## config.mk

```make
export PLATFORM = sky130hd
export DESIGN_NAME = fp27_to_fixed_flat
export DESIGN_NICKNAME = d
export VERILOG_FILES = /design/src/rtl/fp27_pkg.sv /design/src/rtl/fp27_to_fixed_if.sv /design/src/rtl/fp27_align_shift.sv /design/src/rtl/fp27_to_fixed.sv /design/src/flat_wrapper.sv
export SDC_FILE = /design/constraint.sdc
export NUM_CORES = 1
export LEC_CHECK = 0
export BUFFER_PORTS_ARGS = -buffer_cell sky130_fd_sc_hd__buf_4
export CAP_MARGIN = 10
export CORE_MARGIN = 8
export CORE_UTILIZATION = 40
export DETAILED_ROUTE_END_ITERATION = 6
export GPL_ROUTABILITY_DRIVEN = 0
export SLEW_MARGIN = 20
export SYNTH_ARGS = -nofsm -noshare
export SYNTH_HDL_FRONTEND = slang
export SYNTH_SLANG_ARGS = --single-unit
```

## constraint.sdc

```tcl
create_clock -name iCLK -period 4.1 [get_ports iCLK]
set_input_delay 0.205 -clock iCLK [delete_from_list [all_inputs] [get_ports iCLK]]
set_output_delay 0.205 -clock iCLK [all_outputs]
set_load 0.1 [all_outputs]
```

## src/rtl/fp27_pkg.sv

```systemverilog
// fp27_pkg: shared constants and helpers for the GMM 27-bit float format.
//   Word layout: [26] sign, [25:18] biased exponent (bias 127), [17:0] fraction.
//   Exponent 0 encodes zero (no denormals); exponent 255 is an ordinary
//   large value. Reused by the float adder, multiplier and converter blocks.
package fp27_pkg;

  localparam int FP_W      = 27;
  localparam int FP_EXP_W  = 8;
  localparam int FP_FRAC_W = 18;
  localparam int FP_BIAS   = 127;

  // Field bit positions
  localparam int FP_SIGN_BIT = 26;
  localparam int FP_EXP_MSB  = 25;
  localparam int FP_EXP_LSB  = 18;
  localparam int FP_FRAC_MSB = 17;
  localparam int FP_FRAC_LSB = 0;

  // Mantissa with the hidden one, and the signed shift-count width
  localparam int FP_MANT_W  = FP_FRAC_W + 1;
  localparam int FP_SHIFT_W = 10;

  typedef logic [FP_W-1:0] fp27_t;

  // Decoded stage-1 word of the float-to-fixed converter
  typedef struct packed {
    logic                         sign;
    logic                         zero;
    logic                         ovf;
    logic [FP_MANT_W-1:0]         mant;
    logic signed [FP_SHIFT_W-1:0] k;
  } fp27_dec_t;

  function automatic logic fp_sign(input fp27_t w);
    return w[FP_SIGN_BIT];
  endfunction

  function automatic logic [FP_EXP_W-1:0] fp_exp(input fp27_t w);
    return w[FP_EXP_MSB:FP_EXP_LSB];
  endfunction

  function automatic logic [FP_FRAC_W-1:0] fp_frac(input fp27_t w);
    return w[FP_FRAC_MSB:FP_FRAC_LSB];
  endfunction

  // Zero test: a zero exponent means the value is zero regardless of fraction
  function automatic logic fp_exp_is_zero(input fp27_t w);
    return (w[FP_EXP_MSB:FP_EXP_LSB] == '0);
  endfunction

endpackage

```

## src/rtl/fp27_to_fixed_if.sv

```systemverilog
// fp27_to_fixed_if: stream bundle around the float-to-fixed converter.
//   Input side : iValid, oReady, iFp
//   Output side: oValid, iReady, oData, oSat
// Handshake: a word moves on a side in any cycle where its valid and its
// ready are both 1 at the clock edge; a producer holding valid=1 keeps its
// payload stable until the transfer happens, and valid never depends on ready.
//   master: the environment (drives iValid/iFp/iReady)
//   slave : the converter
interface fp27_to_fixed_if #(parameter int OUT_W = 24);
  import fp27_pkg::*;

  logic             iValid;
  logic             oReady;
  fp27_t            iFp;
  logic             oValid;
  logic             iReady;
  logic [OUT_W-1:0] oData;
  logic             oSat;

  modport master (
    output iValid, iFp, iReady,
    input  oReady, oValid, oData, oSat
  );

  modport slave (
    input  iValid, iFp, iReady,
    output oReady, oValid, oData, oSat
  );
endinterface

```

## src/rtl/fp27_align_shift.sv

```systemverilog
// fp27_align_shift: combinational barrel shifter aligning a float mantissa to
// the fixed-point grid.
//   m   : mantissa with hidden one (MW bits)
//   k   : signed shift count; k >= 0 shifts left, k < 0 shifts right
//   mag : OUT_W+1 bit magnitude; right shifts truncate toward zero
//   hi  : set when a left shift pushed set bits above the magnitude width
module fp27_align_shift #(
  parameter int OUT_W = 24,
  parameter int MW    = 19,
  parameter int KW    = 10
) (
  input  logic [MW-1:0]        m,
  input  logic signed [KW-1:0] k,
  output logic [OUT_W:0]       mag,
  output logic                 hi
);
  localparam int MAG_W  = OUT_W + 1;
  localparam int WIDE_W = MW + MAG_W;

  logic [KW-1:0]     k_u;
  logic [KW-1:0]     nk;
  logic [WIDE_W-1:0] wide;

  always_comb begin
    mag  = '0;
    hi   = 1'b0;
    wide = '0;
    k_u  = k;
    nk   = -k;
    if (!k[KW-1]) begin
      if (k_u >= KW'(MAG_W)) begin
        // Every mantissa bit lands above the magnitude
        hi = |m;
      end else begin
        wide = {{MAG_W{1'b0}}, m} << k_u;
        mag  = wide[MAG_W-1:0];
        hi   = |wide[WIDE_W-1:MAG_W];
      end
    end else begin
      if (nk < KW'(MW)) begin
        mag = MAG_W'(m >> nk);
      end
    end
  end
endmodule

```

## src/rtl/fp27_to_fixed.sv

```systemverilog
// fp27_to_fixed: two-stage pipelined converter from the 27-bit GMM float to
// signed two's-complement fixed point with INT_W integer bits (sign included)
// and FRAC_W fraction bits. Out-of-range values clamp and raise oSat.
//   iCLK : clock
//   iRST : asynchronous reset, active-high
//   bus  : slave side of fp27_to_fixed_if (iValid/oReady/iFp in,
//          oValid/iReady/oData/oSat out); latency 2 when not stalled.
module fp27_to_fixed
  import fp27_pkg::*;
#(
  parameter int INT_W  = 16,
  parameter int FRAC_W = 8
) (
  input  logic             iCLK,
  input  logic             iRST,
  fp27_to_fixed_if.slave   bus
);
  localparam int OUT_W = INT_W + FRAC_W;
  localparam int MAG_W = OUT_W + 1;

  localparam logic [MAG_W-1:0] POS_MAX = {2'b00, {(OUT_W-1){1'b1}}};
  localparam logic [MAG_W-1:0] NEG_LIM = {2'b01, {(OUT_W-1){1'b0}}};

  logic v1, v2;
  logic en1, en2;

  fp27_dec_t s1_d, s1_q;

  logic [OUT_W-1:0] data_d, data_q;
  logic             sat_d, sat_q;

  logic [MAG_W-1:0] mag;
  logic             mag_hi;

  int exp_unb;

  // Stage 2 frees up when empty or its result retires; stage 1 frees up when
  // empty or when it can move forward, so a full pipe still streams.
  assign en2 = ~v2 | bus.iReady;
  assign en1 = ~v1 | en2;

  assign bus.oReady = en1;
  assign bus.oValid = v2;
  assign bus.oData  = data_q;
  assign bus.oSat   = sat_q;

  // Stage 1 decode
  always_comb begin
    exp_unb   = int'(fp_exp(bus.iFp)) - FP_BIAS;
    s1_d.sign = fp_sign(bus.iFp);
    s1_d.zero = fp_exp_is_zero(bus.iFp);
    s1_d.mant = {1'b1, fp_frac(bus.iFp)};
    s1_d.k    = FP_SHIFT_W'(exp_unb + FRAC_W - FP_FRAC_W);
    s1_d.ovf  = (exp_unb >= INT_W - 1) & ~s1_d.zero;
  end

  fp27_align_shift #(
    .OUT_W (OUT_W),
    .MW    (FP_MANT_W),
    .KW    (FP_SHIFT_W)
  ) u_align (
    .m   (s1_q.mant),
    .k   (s1_q.k),
    .mag (mag),
    .hi  (mag_hi)
  );

  // Stage 2 clamp and sign application
  always_comb begin
    data_d = '0;
    sat_d  = 1'b0;
    if (s1_q.zero) begin
      data_d = '0;
      sat_d  = 1'b0;
    end else if (!s1_q.sign) begin
      if (s1_q.ovf || mag_hi || (mag > POS_MAX)) begin
        data_d = POS_MAX[OUT_W-1:0];
        sat_d  = 1'b1;
      end else begin
        data_d = mag[OUT_W-1:0];
      end
    end else begin
      // The most negative code is exactly representable, so it wins over the
      // coarse exponent overflow flag.
      if (!mag_hi && (mag == NEG_LIM)) begin
        data_d = NEG_LIM[OUT_W-1:0];
        sat_d  = 1'b0;
      end else if (s1_q.ovf || mag_hi || (mag > NEG_LIM)) begin
        data_d = NEG_LIM[OUT_W-1:0];
        sat_d  = 1'b1;
      end else begin
        // mag == 0 negates to 0, so no negative-zero pattern can appear
        data_d = -mag[OUT_W-1:0];
      end
    end
  end

  always_ff @(posedge iCLK or posedge iRST) begin
    if (iRST) begin
      v1     <= 1'b0;
      s1_q   <= '0;
    end else if (en1) begin
      v1     <= bus.iValid;
      s1_q   <= s1_d;
    end
  end

  always_ff @(posedge iCLK or posedge iRST) begin
    if (iRST) begin
      v2     <= 1'b0;
      data_q <= '0;
      sat_q  <= 1'b0;
    end else if (en2) begin
      v2 <= v1;
      if (v1) begin
        data_q <= data_d;
        sat_q  <= sat_d;
      end
    end
  end

endmodule

```

## src/flat_wrapper.sv

```systemverilog
// flat-port wrapper written by rule: the top's interface ports become plain ports
module fp27_to_fixed_flat import fp27_pkg::*;
#(
  parameter int INT_W  = 16,
  parameter int FRAC_W = 8
)
  (iCLK, iRST, bus_iValid, bus_iFp, bus_iReady, bus_oReady, bus_oValid, bus_oData, bus_oSat);
  fp27_to_fixed_if #(.OUT_W((INT_W + FRAC_W))) bus_i ();
  input  logic iCLK;
  input  logic iRST;
  input wire logic [$bits(bus_i.iValid)-1:0] bus_iValid;
  input wire logic [$bits(bus_i.iFp)-1:0] bus_iFp;
  input wire logic [$bits(bus_i.iReady)-1:0] bus_iReady;
  output wire logic [$bits(bus_i.oReady)-1:0] bus_oReady;
  output wire logic [$bits(bus_i.oValid)-1:0] bus_oValid;
  output wire logic [$bits(bus_i.oData)-1:0] bus_oData;
  output wire logic [$bits(bus_i.oSat)-1:0] bus_oSat;
  assign bus_i.iValid = bus_iValid;
  assign bus_i.iFp = bus_iFp;
  assign bus_i.iReady = bus_iReady;
  assign bus_oReady = bus_i.oReady;
  assign bus_oValid = bus_i.oValid;
  assign bus_oData = bus_i.oData;
  assign bus_oSat = bus_i.oSat;
  fp27_to_fixed #(.INT_W(INT_W), .FRAC_W(FRAC_W)) u_core (.iCLK(iCLK), .iRST(iRST), .bus(bus_i));
endmodule
```

==> flow_summary.yaml <==
route:
  dr.first_iter.drc_count: 954
  via_per_inst: 6.36
  drc: 0
  vias: 6907
  drt-total-wl_um: 23600
  ant_nets: 0
  first_pass_iters: 6
  wl_per_cell_um: 21.8
power_and_ir_drop:
  powerDensity_nw_per_um2: 482
  leakagePower_nw: 3.42
  irDropWorstVdd_mv: 0.249
clock_network:
  cts_max_level: 3
  post_cts_buffers: 0
  cts_inserted_buffers: 9
  clock-sinks: 59
  cts-root-buf: "clkbuf_16"
  cts.clk_slew.worst_paths_ps: 60
  tritoncts: "built"
  clockBufferDepth: 2
  clock_latency_ps: 350
worst_setup_path:
  slowest_stage: "mux4_2"
  startpoint_type: "register"
  crit_arrival_ps: 4180
  critPathCaptureType: "register"
  cp-startpoint: "u_core.s1_q[0]"
  reg2reg_from: "u_core.s1_q[0]"
  reg2reg_depth: 14
  crit_cells: 14
  crit_type: "register to register"
  crit_chain: "inv_4 -> ha_1 -> buf_4 -> xnor2_4 -> buf_4 -> mux4_2 -> a2111oi_2 -> o22ai_2 -> ha_2 -> nand4_1 -> or2_1 -> nand2b_1 -> mux2_1 -> a221o_1"
  crit_buf_inv: 3
  worst_path_most_repeated_cell: "buf_4"
  crit_end: "u_core.bus.oData[20]"
  timing.rr.end: "u_core.bus.oData[20]"
  path_delay_family: "compound AO/OA/AOI/OAI gates"
  r2r_slack_ps: 150
  worst_path_largest_cell_delay_ps: 540
  crit_fanout: 10
  crit_required_ps: 4330
layout:
  fin_area_um2: 8010
  seq_area_um2: 1480
  utilization: 0.485
  area_growth_pct: 18.7
  layout-drive-gt1-share: 0.259
  nNetsFinal: 902
  antenna_cells: 0
  fillCellCount: 1577
  multiInputGateArea_um2: 4890
global_routing:
  grt_pass1_vias: 6781
  grt_max_degree: 50
  grtUsageTotal: 0.224
  antenna_found_initial: 1
  grt_pass1_wl_um: 38700
  gr-total-overflow: 0
synth:
  synthArstFlopShare: 1.00
  synth.largest_area_cell: "dfrtp_1"
  synthFlopType: "dfrtp_1"
  synth_edf_count: 0
  synth_nets: 846
  synth_top_area_frac: 0.219
  ys_types: 87
  avgSynthCellArea_um2: 8.38
  yosys_warnings: 0
  ys_ff_latch: 59
  synthTopCellsByArea: "dfrtp_1 (22%), mux2i_1 (9.2%), mux4_2 (8.0%)"
  synthCells: 805
  syn_area_um2: 6740
  ys_seq_area_frac: 0.219
placed_design:
  dp_slack_ps: 150
  dpl_cell_area_um2: 7680
  port_buffers: 57
  dp_hpwl_um: 17800
sta:
  worst_slack_ps: 147
  final_max_slew_viol_count: 0
  period_share: 0.964
  setup_viol: 0
  post-route-min-period_ps: 3950
  tightest_slew_ps: 1200
  fmax_mhz: 253
  setup-tns-final_ps: 0
  finClkSkew_ps: 7.12
  maxSlewHeadroom: 0.193
  grt_setup_unrepaired: "false"
  hold_viol_final: 0
floorplan:
  die_w_um: 146
  ioPinCount: 58
  die_h_um: 146
  coreArea_um2: 16500
  num_rows: 47
  dieArea_um2: 21300
  start_util: 0.408
outcome:
  outcome: "finished, final reports clean"
min_path:
  min_path_type: "input port to register"
flow_run:
  maxCapViolCount: 0
-- registers in the layout (all words and copies together), names as in the netlist --
| register | count |
|---|---|
| u_core.bus.oData | 24 |
| u_core.bus.oSat | 1 |
| u_core.bus.oValid | 1 |
| u_core.s1_q | 32 |
| u_core.v1 | 1 |
-- Yosys cell counts (4+ instances only) --
cell	number
xor2_1	10
o21a_1	8
nand3b_1	4
a21oi_1	47
a22oi_1	5
buf_6	5
dfrtp_1	59
mux2_2	26
nand2b_1	10
or3_1	4
a221o_1	5
buf_1	7
or4_1	4
o32ai_1	5
and2_1	7
clkbuf_1	44
or2_2	4
buf_2	18
o22ai_1	13
mux4_2	24
o21ai_0	22
nor2b_1	5
o211ai_1	18
xnor2_1	9
inv_1	20
nand3_1	28
ha_1	10
nor4_1	9
o221ai_1	8
o31ai_1	6
nor3_1	20
nand4_1	13
nor2_1	56
a31oi_1	10
a211oi_1	10
nand2_1	87
and3_1	8
mux2i_1	62
a21o_1	17
buf_4	5
-- metal layers --
metal,vias up,global-route usage,share of wire
met5,-,0,0.00055
met3,80,0.0398,0.086
met4,2,0.124,0.047
met2,395,0.332,0.44
li1,3157,-,-
met1,3273,0.302,0.42
-- layout by cell type (no fill, tap or decap), types with 17 or more instances in the layout --
| master | synthesis | layout |
|---|---|---|
| buf_4 | 5 | 119 |
| nand2_1 | 87 | 87 |
| mux2i_1 | 62 | 62 |
| dfrtp_1 | 59 | 58 |
| nor2_1 | 56 | 55 |
| a21oi_1 | 47 | 47 |
| nand3_1 | 28 | 28 |
| mux2_2 | 26 | 26 |
| mux4_2 | 24 | 24 |
| o21ai_0 | 22 | 22 |
| nor3_1 | 20 | 20 |
| inv_1 | 20 | 18 |
| o211ai_1 | 18 | 18 |
| a21o_1 | 17 | 17 |
-- worst min path at each step --
stage / to / depth (start not counted) / startpoint / slack [ps]
floorplan: u_core.s1_q[0] / 1 / bus_iFp[18] / 290
global placement: u_core.bus.oData[8] / 2 / iRST / 360
detailed placement: u_core.bus.oData[4] / 2 / iRST / 360
CTS: u_core.v1 / 2 / bus_iValid / 40
global route: u_core.v1 / 2 / bus_iValid / 60
finish: u_core.v1 / 2 / bus_iValid / 50
-- stage by stage --
step | hold WS (ps) | std cells | total power (W)
4_1_cts | 44.3 | 1086 | 0.00383
6_report | 51.7 | 1086 | 0.00386
3_3_place_gp | 360 | 1069 | 0.00302
2_1_floorplan | 290 | 805 | 0.00244
5_1_grt | 61.5 | 1086 | 0.00404
3_5_place_dp | 359 | 1069 | 0.00303
-- area by class of cell --
cell class	count	share of cell area
flip-flops and latches	59	0.185
inverters	21	0.0102
repair buffers	124	0.123
well taps	220	0.0344
clock buffers	10	0.0298
multi-input cells	646	0.610
clock inverters	6	0.00797
-- logic make-up after synthesis --
| logic type | after synthesis | share of synthesized area |
|---|---|---|
| flip-flops | 59 | 0.219 |
| XOR/XNOR | 20 | 0.0271 |
| adder cells (fa/ha/maj) | 10 | 0.0186 |
| AND/OR/NAND/NOR | 280 | 0.212 |
| AO/OA/AOI/OAI | 221 | 0.236 |
| multiplexers | 115 | 0.221 |
| buffers and inverters | 100 | 0.0673 |
-- power breakdown --
part	total, W	internal, W	switching [W]
Combinational	0.00227	0.000804	0.00146
Clock	0.000789	0.000487	0.000302
Sequential	0.000806	0.000680	0.000126
-- what timing repair did --
item / 4_1_cts / 5_1_grt
endpoints found under the setup margin: 0 / 4
hold buffers: 1 / 0
resized for setup: 0 / 2
hold endpoints to repair: 30 / 0
(Power assumes the default switching activity.)
